==> config.mk <==
export PLATFORM = sky130hd
export DESIGN_NAME = fir_tap_sequencer_flat
export DESIGN_NICKNAME = d
export VERILOG_FILES = /design/src/rtl/fir_pkg.sv /design/src/rtl/fir_tap_sequencer_if.sv /design/src/rtl/fir_coef_bank.sv /design/src/rtl/fir_tap_sequencer.sv /design/src/flat_wrapper.sv
export SDC_FILE = /design/constraint.sdc
export NUM_CORES = 1
export LEC_CHECK = 0
export ABC_AREA = 1
export BUFFER_PORTS_ARGS = -buffer_cell sky130_fd_sc_hd__buf_4
export CAP_MARGIN = 25
export CORE_MARGIN = 5
export CORE_UTILIZATION = 51
export DETAILED_ROUTE_END_ITERATION = 7
export PLACE_DENSITY = 0.87
export SLEW_MARGIN = 20
export SYNTH_ARGS = -nofsm -noshare
export SYNTH_HDL_FRONTEND = slang
export SYNTH_SLANG_ARGS = --single-unit
==> constraint.sdc <==
create_clock -name clk -period 1.76 [get_ports clk]
set_input_delay 0.176 -clock clk [delete_from_list [all_inputs] [get_ports clk]]
set_output_delay 0.176 -clock clk [all_outputs]
set_load 0.01 [all_outputs]
==> src/rtl/fir_pkg.sv <==
// Shared definitions for the FIR tap sequencer.
//   N_TAPS  : taps in the FIR core; also the load and flush length in cycles
//   BW_IN   : coefficient / sample width (signed)
//   BW_OUT  : core output width (low bits of the core sum)
//   CNT_W   : load/flush counter width; 2**CNT_W must exceed N_TAPS
//   state_e : sequencer FSM encoding, exposed on the top-level debug port
package fir_pkg;

  localparam int N_TAPS = 5;
  localparam int BW_IN  = 6;
  localparam int BW_OUT = 8;
  localparam int CNT_W  = 3;

  // Counter value that starts both the load and the flush countdowns.
  localparam logic [CNT_W-1:0] LAST_TAP = CNT_W'(N_TAPS - 1);

  typedef enum logic [2:0] {
    ST_IDLE  = 3'd0,
    ST_CLR   = 3'd1,
    ST_LOAD  = 3'd2,
    ST_RUN   = 3'd3,
    ST_FLUSH = 3'd4
  } state_e;

  // The core shifts every cycle; in these states the shifted-in value is a
  // real sample (or a flush zero) whose output must be tagged valid.
  function automatic logic is_fed(state_e s);
    return (s == ST_RUN) || (s == ST_FLUSH);
  endfunction

endpackage

==> src/rtl/fir_tap_sequencer_if.sv <==
// Bus bundle between host/sample source, sequencer and FIR core.
//   cfg_we/cfg_addr/cfg_data : coefficient bank write port (IDLE only)
//   start/stop               : run control pulses
//   s_valid/s_data/s_ready   : input sample stream
//   fir_rst/fir_x/fir_y      : FIR core connection
//   m_valid/m_data           : tagged filter output
//   busy/underrun            : status
// Sample handshake: a sample transfers on a rising clk edge where s_valid and
// s_ready are both high. s_ready is high for every RUN cycle and does not
// depend on s_valid. The core cannot stall, so a RUN cycle with s_valid low
// still shifts a zero into the core and sets the sticky underrun flag.
// m_valid has no back-pressure: each beat is present for exactly one cycle.
interface fir_tap_sequencer_if;
  import fir_pkg::*;

  logic                     cfg_we;
  logic [CNT_W-1:0]         cfg_addr;
  logic signed [BW_IN-1:0]  cfg_data;
  logic                     start;
  logic                     stop;
  logic                     s_valid;
  logic signed [BW_IN-1:0]  s_data;
  logic                     s_ready;
  logic                     fir_rst;
  logic signed [BW_IN-1:0]  fir_x;
  logic [BW_OUT-1:0]        fir_y;
  logic                     m_valid;
  logic [BW_OUT-1:0]        m_data;
  logic                     busy;
  logic                     underrun;

  // Sequencer side.
  modport slave (
    input  cfg_we, cfg_addr, cfg_data, start, stop, s_valid, s_data, fir_y,
    output s_ready, fir_rst, fir_x, m_valid, m_data, busy, underrun
  );

  // Host / sample source / core side.
  modport master (
    output cfg_we, cfg_addr, cfg_data, start, stop, s_valid, s_data, fir_y,
    input  s_ready, fir_rst, fir_x, m_valid, m_data, busy, underrun
  );

endinterface

==> src/rtl/fir_coef_bank.sv <==
// Coefficient register file: N_TAPS x BW_IN signed entries.
//   clk, reset : clock, asynchronous active-high reset (entries clear to 0)
//   wr_en      : write strobe; addresses >= N_TAPS are dropped
//   wr_addr    : write tap index
//   wr_data    : write coefficient
//   rd_addr    : combinational read index (out-of-range reads return 0)
//   rd_data    : coefficient at rd_addr
module fir_coef_bank
  import fir_pkg::*;
(
  input  logic                    clk,
  input  logic                    reset,
  input  logic                    wr_en,
  input  logic [CNT_W-1:0]        wr_addr,
  input  logic signed [BW_IN-1:0] wr_data,
  input  logic [CNT_W-1:0]        rd_addr,
  output logic signed [BW_IN-1:0] rd_data
);

  logic signed [BW_IN-1:0] bank_q [N_TAPS];
  logic signed [BW_IN-1:0] bank_d [N_TAPS];

  // Decoding per entry means an address past the last tap matches nothing,
  // so such writes vanish without a separate range check.
  always_comb begin
    for (int i = 0; i < N_TAPS; i++) begin
      bank_d[i] = bank_q[i];
      if (wr_en && (wr_addr == CNT_W'(i))) begin
        bank_d[i] = wr_data;
      end
    end
  end

  always_comb begin
    rd_data = '0;
    for (int i = 0; i < N_TAPS; i++) begin
      if (rd_addr == CNT_W'(i)) begin
        rd_data = bank_q[i];
      end
    end
  end

  always_ff @(posedge clk or posedge reset) begin
    if (reset) begin
      for (int i = 0; i < N_TAPS; i++) begin
        bank_q[i] <= '0;
      end
    end else begin
      for (int i = 0; i < N_TAPS; i++) begin
        bank_q[i] <= bank_d[i];
      end
    end
  end

endmodule

==> src/rtl/fir_tap_sequencer.sv <==
// Controller for the 5-tap shift-loaded FIR core.
// Holds the coefficient bank, resets and serially loads the core (highest tap
// first), streams samples into it, tags each core output beat that belongs to
// a fed sample, and flushes the delay line with zeros on stop.
//   clk, reset : clock, asynchronous active-high reset
//   bus        : fir_tap_sequencer_if.slave (cfg, control, sample stream,
//                core connection, output stream, status)
//   dbg_state  : current FSM state
module fir_tap_sequencer
  import fir_pkg::*;
(
  input  logic                  clk,
  input  logic                  reset,
  fir_tap_sequencer_if.slave    bus,
  output state_e                dbg_state
);

  state_e                  state_q, state_d;
  logic [CNT_W-1:0]        cnt_q, cnt_d;
  logic                    v1_q, v1_d;
  logic                    v2_q, v2_d;
  logic                    underrun_q, underrun_d;
  logic                    s_ready_q, s_ready_d;
  logic                    busy_q, busy_d;
  logic                    fed;
  logic signed [BW_IN-1:0] fir_x_c;
  logic signed [BW_IN-1:0] bank_rd;
  logic                    bank_we;

  // Writes only land in IDLE, so a running load never sees a changing bank.
  assign bank_we = bus.cfg_we && (state_q == ST_IDLE);

  fir_coef_bank u_coef_bank (
    .clk     (clk),
    .reset   (reset),
    .wr_en   (bank_we),
    .wr_addr (bus.cfg_addr),
    .wr_data (bus.cfg_data),
    .rd_addr (cnt_q),
    .rd_data (bank_rd)
  );

  always_comb begin
    state_d    = state_q;
    cnt_d      = cnt_q;
    underrun_d = underrun_q;
    fir_x_c    = '0;
    fed        = is_fed(state_q);

    case (state_q)
      ST_IDLE: begin
        // start has priority; stop alone means nothing here.
        if (bus.start) begin
          state_d    = ST_CLR;
          underrun_d = 1'b0;
        end
      end

      ST_CLR: begin
        state_d = ST_LOAD;
        cnt_d   = LAST_TAP;
      end

      ST_LOAD: begin
        // Counting down shifts the highest tap in first, so after N_TAPS
        // shifts core tap k holds bank[k].
        fir_x_c = bank_rd;
        if (cnt_q == '0) begin
          state_d = ST_RUN;
        end else begin
          cnt_d = cnt_q - CNT_W'(1);
        end
      end

      ST_RUN: begin
        if (bus.s_valid) begin
          fir_x_c = bus.s_data;
        end else begin
          underrun_d = 1'b1;
        end
        // The sample presented alongside stop is still taken.
        if (bus.stop) begin
          state_d = ST_FLUSH;
          cnt_d   = LAST_TAP;
        end
      end

      ST_FLUSH: begin
        if (cnt_q == '0) begin
          state_d = ST_IDLE;
        end else begin
          cnt_d = cnt_q - CNT_W'(1);
        end
      end

      default: begin
        state_d = ST_IDLE;
      end
    endcase

    // A sample shifted in at edge e is summed by the core at e+1, so the
    // valid tag needs two stages to line up with fir_y.
    v1_d      = fed;
    v2_d      = v1_q;
    s_ready_d = (state_d == ST_RUN);
    busy_d    = (state_d != ST_IDLE);
  end

  always_ff @(posedge clk or posedge reset) begin
    if (reset) begin
      state_q    <= ST_IDLE;
      cnt_q      <= '0;
      v1_q       <= 1'b0;
      v2_q       <= 1'b0;
      underrun_q <= 1'b0;
      s_ready_q  <= 1'b0;
      busy_q     <= 1'b0;
    end else begin
      state_q    <= state_d;
      cnt_q      <= cnt_d;
      v1_q       <= v1_d;
      v2_q       <= v2_d;
      underrun_q <= underrun_d;
      s_ready_q  <= s_ready_d;
      busy_q     <= busy_d;
    end
  end

  // The core's reset is synchronous, so our async reset is passed straight
  // through to hold it cleared for as long as reset is asserted.
  assign bus.fir_rst  = reset | (state_q == ST_CLR);
  assign bus.fir_x    = fir_x_c;
  assign bus.s_ready  = s_ready_q;
  assign bus.busy     = busy_q;
  assign bus.underrun = underrun_q;
  assign bus.m_valid  = v2_q;
  assign bus.m_data   = bus.fir_y;
  assign dbg_state    = state_q;

endmodule

==> src/flat_wrapper.sv <==
// flat-port wrapper written by rule: the top's interface ports become plain ports
module fir_tap_sequencer_flat import fir_pkg::*;
  (clk, reset, dbg_state, bus_cfg_we, bus_cfg_addr, bus_cfg_data, bus_start, bus_stop, bus_s_valid, bus_s_data, bus_fir_y, bus_s_ready, bus_fir_rst, bus_fir_x, bus_m_valid, bus_m_data, bus_busy, bus_underrun);
  fir_tap_sequencer_if bus_i ();
  input  logic clk;
  input  logic reset;
  output state_e dbg_state;
  input wire logic [$bits(bus_i.cfg_we)-1:0] bus_cfg_we;
  input wire logic [$bits(bus_i.cfg_addr)-1:0] bus_cfg_addr;
  input wire logic [$bits(bus_i.cfg_data)-1:0] bus_cfg_data;
  input wire logic [$bits(bus_i.start)-1:0] bus_start;
  input wire logic [$bits(bus_i.stop)-1:0] bus_stop;
  input wire logic [$bits(bus_i.s_valid)-1:0] bus_s_valid;
  input wire logic [$bits(bus_i.s_data)-1:0] bus_s_data;
  input wire logic [$bits(bus_i.fir_y)-1:0] bus_fir_y;
  output wire logic [$bits(bus_i.s_ready)-1:0] bus_s_ready;
  output wire logic [$bits(bus_i.fir_rst)-1:0] bus_fir_rst;
  output wire logic [$bits(bus_i.fir_x)-1:0] bus_fir_x;
  output wire logic [$bits(bus_i.m_valid)-1:0] bus_m_valid;
  output wire logic [$bits(bus_i.m_data)-1:0] bus_m_data;
  output wire logic [$bits(bus_i.busy)-1:0] bus_busy;
  output wire logic [$bits(bus_i.underrun)-1:0] bus_underrun;
  assign bus_i.cfg_we = bus_cfg_we;
  assign bus_i.cfg_addr = bus_cfg_addr;
  assign bus_i.cfg_data = bus_cfg_data;
  assign bus_i.start = bus_start;
  assign bus_i.stop = bus_stop;
  assign bus_i.s_valid = bus_s_valid;
  assign bus_i.s_data = bus_s_data;
  assign bus_i.fir_y = bus_fir_y;
  assign bus_s_ready = bus_i.s_ready;
  assign bus_fir_rst = bus_i.fir_rst;
  assign bus_fir_x = bus_i.fir_x;
  assign bus_m_valid = bus_i.m_valid;
  assign bus_m_data = bus_i.m_data;
  assign bus_busy = bus_i.busy;
  assign bus_underrun = bus_i.underrun;
  fir_tap_sequencer u_core (.clk(clk), .reset(reset), .bus(bus_i), .dbg_state(dbg_state));
endmodule
==> flow_summary.ini <==
[status]
run_status = complete, but fails checks
violations = negative setup slack

[route]
postRouteAntennaNets = 0
wl_per_cell_um = 15.44
wl_met2_um = 3100
m1WireLength_um = 2477
detail_route.first_pass.iterations = 4
dr_total_vias = 2206
avgViaCountPerCell = 5.329
post-route-drc-count = 0
met3_length_um = 474
route.top_layer_used = met4
drtIter0Drc = 264
drt-total-wl_um = 6391

[worst_setup_path]
setup.worst_path.class = reg2out
critical_path_peak_fanout = 7
critPathRequiredTime_ns = 1.58
crit_path_start_kind = register
worst_setup_path_end_kind = output pin
worst-endpoint-arrival_ns = 1.88

[grt]
grt_pass1_wl_um = 10090
grt_remaining_overflow = 0
overall_routing_resource_usage_pct = 21.35
antenna_found_initial = 0
maximum_number_of_pins_on_one_net_before_global_route_repair = 42
first_global_vias = 2161

[power]
power.density_cell_area_nw_per_um2 = 1685
power_leakage_nw = 1.531
vdd_ir_drop_max_mv = 0.7448
net-switching-power_w = 0.002075
power_switching_share_pct = 42.64
pwr-share-clk_pct = 13.9
power_frac_seq_pct = 33.7
power.share.combinational_pct = 52.4
p_int_w = 0.002792

[timing]
grt_setup_unrepaired = yes
postLayoutSetupSlackWorst_ns = -0.2959
achievable-frequency_mhz = 486.4
period_utilisation_layout_pct = 116.8
clock-skew-final_ns = 0.007960
timing.final.hold_violations = 0
final_period_minus_worst_setup_slack_ns = 2.056
setup_viol_count_final = 6
fin_worst_hold_slack_ns = 0.05366
worst-slew-pin-transition_ns = 0.5258
slew-limit-headroom_pct = 64.94
maxSlewViolCount = 0

[synthesis]
synth-simple-area-share_pct = 28.63
avgSynthCellArea_um2 = 7.285
combinational_family_with_the_most_area_after_synthesis = simple AND/OR/NAND/NOR gates
synth_fp_nets = 349
area_fraction_in_compound_gates_after_synthesis_pct = 9.597
yosys_warnings = 0
synth.cell_area_um2 = 2295
ys_seq_area_share_pct = 44.71
post_synthesis_adder_cell_area_fraction_pct = 2.726
muxShareOfSynthArea_pct = 0
post_synthesis_xor_xnor_area_fraction_pct = 0.3817
synth_cell_types = 17
yosys_register_bits = 41
synthesis.instances = 315

[min_path]
worst_hold_path_type = in2async

[final_layout]
layout-drive-gt1-share_pct = 26.52
antenna_cells_inserted = 0
finish.net_count = 395
area_growth_syn_to_layout_pct = 25.85
nFillCells = 330
stdcell_area_um2 = 2888
final_cell_mix = sky130_fd_sc_hd__nand2_1, sky130_fd_sc_hd__inv_1, sky130_fd_sc_hd__buf_4
final_common_cell = sky130_fd_sc_hd__nand2_1

[placed_design]
pre_cts_setup_slack_ns = 0.02464
gp_weighted_congestion = 1.020
portBuffers = 34
detailed_place_hpwl_um = 3976
placed_cell_area_um2 = 2546

[clocking]
cts_buffers = 5
clock_tree.root_cell = sky130_fd_sc_hd__clkbuf_8
clk-insertion-delay-late_ns = 0.30
cts_tree = built
clk_transition_reported_paths_ns = 0.08
cts_max_level = 2
clock_tree.buffer_depth = 2
cts.sinks = 41

[flow_run]
maxCapViolCount = 0

[floorplan]
design.die.area_um2 = 5941
core_area_um2 = 4354
die_width_um = 77.08
fp-row-count = 24
ioPinCount = 51
floorplan.die.height_um = 77.08
initial_utilization_pct = 52.70
## state kept, by name (all words and copies together) (netlist names)
| signal | cells |
|---|---|
| u_core.u_coef_bank.bank_q | 30 |
| u_core.cnt_q | 3 |
| u_core.dbg_state | 3 |
| u_core.bus.busy | 1 |
| u_core.bus.m_valid | 1 |
| u_core.bus.s_ready | 1 |
| u_core.bus.underrun | 1 |
| u_core.v1_q | 1 |
## path summary, 6_finish.rpt
check	slack, ns	start	endpoint	cells past startpoint
min in group clk	0.07	bus_s_valid	u_core.bus.underrun$_DFFE_PP0P_	2
max in group asynchronous	1.33	reset	u_core.u_coef_bank.bank_q[19]$_DFFE_PP0P_	3
max reg2reg	0.05	u_core.cnt_q[1]$_DFFE_PP0P_	u_core.bus.busy$_DFF_PP0_	12
min reg2reg	0.36	u_core.v1_q$_DFF_PP0_	u_core.bus.m_valid$_DFF_PP0_	0
max	-0.30	u_core.cnt_q[1]$_DFFE_PP0P_	bus_fir_x[5]	11
min	0.05	reset	u_core.bus.underrun$_DFFE_PP0P_	3
## what timing repair did
item,4_1_cts,5_1_grt
gates resized for setup,34,10
setup buffers,12,1
hold endpoints to repair,0,0
endpoints found under the setup margin,6,9
hold buffers,0,0
pin swaps,11,7
## area by class of cell
class                   count  area (um2)  area share (%)
clock buffers               7       96.34           3.336
clock inverters             1       5.005          0.1733
inverters                  53       203.9           7.062
multi-input cells         206        1056           36.57
flip-flops and latches     41        1026           35.53
well taps                  52       65.06           2.253
repair buffers             54       435.4           15.08
## synth_stat cells
library cell / n / area share, %
sky130_fd_sc_hd__nand3_1: 21 / 4.6
sky130_fd_sc_hd__nand2_1: 109 / 18
sky130_fd_sc_hd__nand3b_2: 1 / 0.49
sky130_fd_sc_hd__a21oi_1: 6 / 1.3
sky130_fd_sc_hd__nor2_1: 19 / 3.1
sky130_fd_sc_hd__nor3_1: 1 / 0.22
sky130_fd_sc_hd__o21ai_0: 38 / 8.3
sky130_fd_sc_hd__dfrtp_1: 41 / 45
sky130_fd_sc_hd__nor3_2: 1 / 0.44
sky130_fd_sc_hd__buf_6: 4 / 2.0
sky130_fd_sc_hd__ha_1: 5 / 2.7
sky130_fd_sc_hd__buf_2: 1 / 0.22
sky130_fd_sc_hd__inv_1: 53 / 8.7
sky130_fd_sc_hd__clkbuf_1: 1 / 0.16
sky130_fd_sc_hd__buf_4: 9 / 2.9
sky130_fd_sc_hd__nor2_4: 4 / 2.0
sky130_fd_sc_hd__xnor2_1: 1 / 0.38
## power by group through the flow
stage	sequential, W	combinational [W]	clock [W]
after global placement	0.00161	0.00195	0
after CTS	0.00161	0.00235	0.000688
after detailed placement	0.00163	0.00201	0
after global routing	0.00169	0.00283	0.000733
after floorplan	0.00161	0.00133	0
final	0.00164	0.00255	0.000678
## kinds of logic (layout without fill, tap and decap cells)
group                      count (synthesis)  in the layout
xor gates and xnor gates                   1              1
adders and majority gates                  5              5
and+or+nand+nor                          156            156
buffers and inverters                     68            115
AOI/OAI and AO/OA                         44             44
DFF                                       41             41
## metal layers
| metal | vias up | GRT usage [%] |
|---|---|---|
| met2 | 93 | 33.11 |
| met3 | 28 | 5.738 |
| met4 | 0 | 13.23 |
| met5 | - | 0 |
| li1 | 1046 | - |
| met1 | 1039 | 26.27 |
## metrics by stage
stage	cells	utilization [%]	TNS, ns	power (W)
2_1_floorplan	315	-	0	0.002943
5_1_grt	414	66.32	-2.092	0.005248
4_1_cts	413	65.34	-0.8531	0.004648
3_3_place_gp	393	58.48	0	0.003559
3_5_place_dp	393	58.48	0	0.003635
6_report	414	66.32	-1.418	0.004867
## worst max-delay path: stages (launching register included)
cell and delay [ns]:
sky130_fd_sc_hd__dfrtp_1 0.43, sky130_fd_sc_hd__inv_2 0.13, sky130_fd_sc_hd__buf_6 0.12, sky130_fd_sc_hd__ha_4 0.18, sky130_fd_sc_hd__buf_6 0.15, sky130_fd_sc_hd__nand3_1 0.13, sky130_fd_sc_hd__nand3_1 0.11, sky130_fd_sc_hd__nand2_1 0.06
sky130_fd_sc_hd__nand2_1 0.06, sky130_fd_sc_hd__nand2_1 0.05, sky130_fd_sc_hd__nand2_1 0.06, sky130_fd_sc_hd__buf_4 0.11
(Power assumes the default switching activity.)
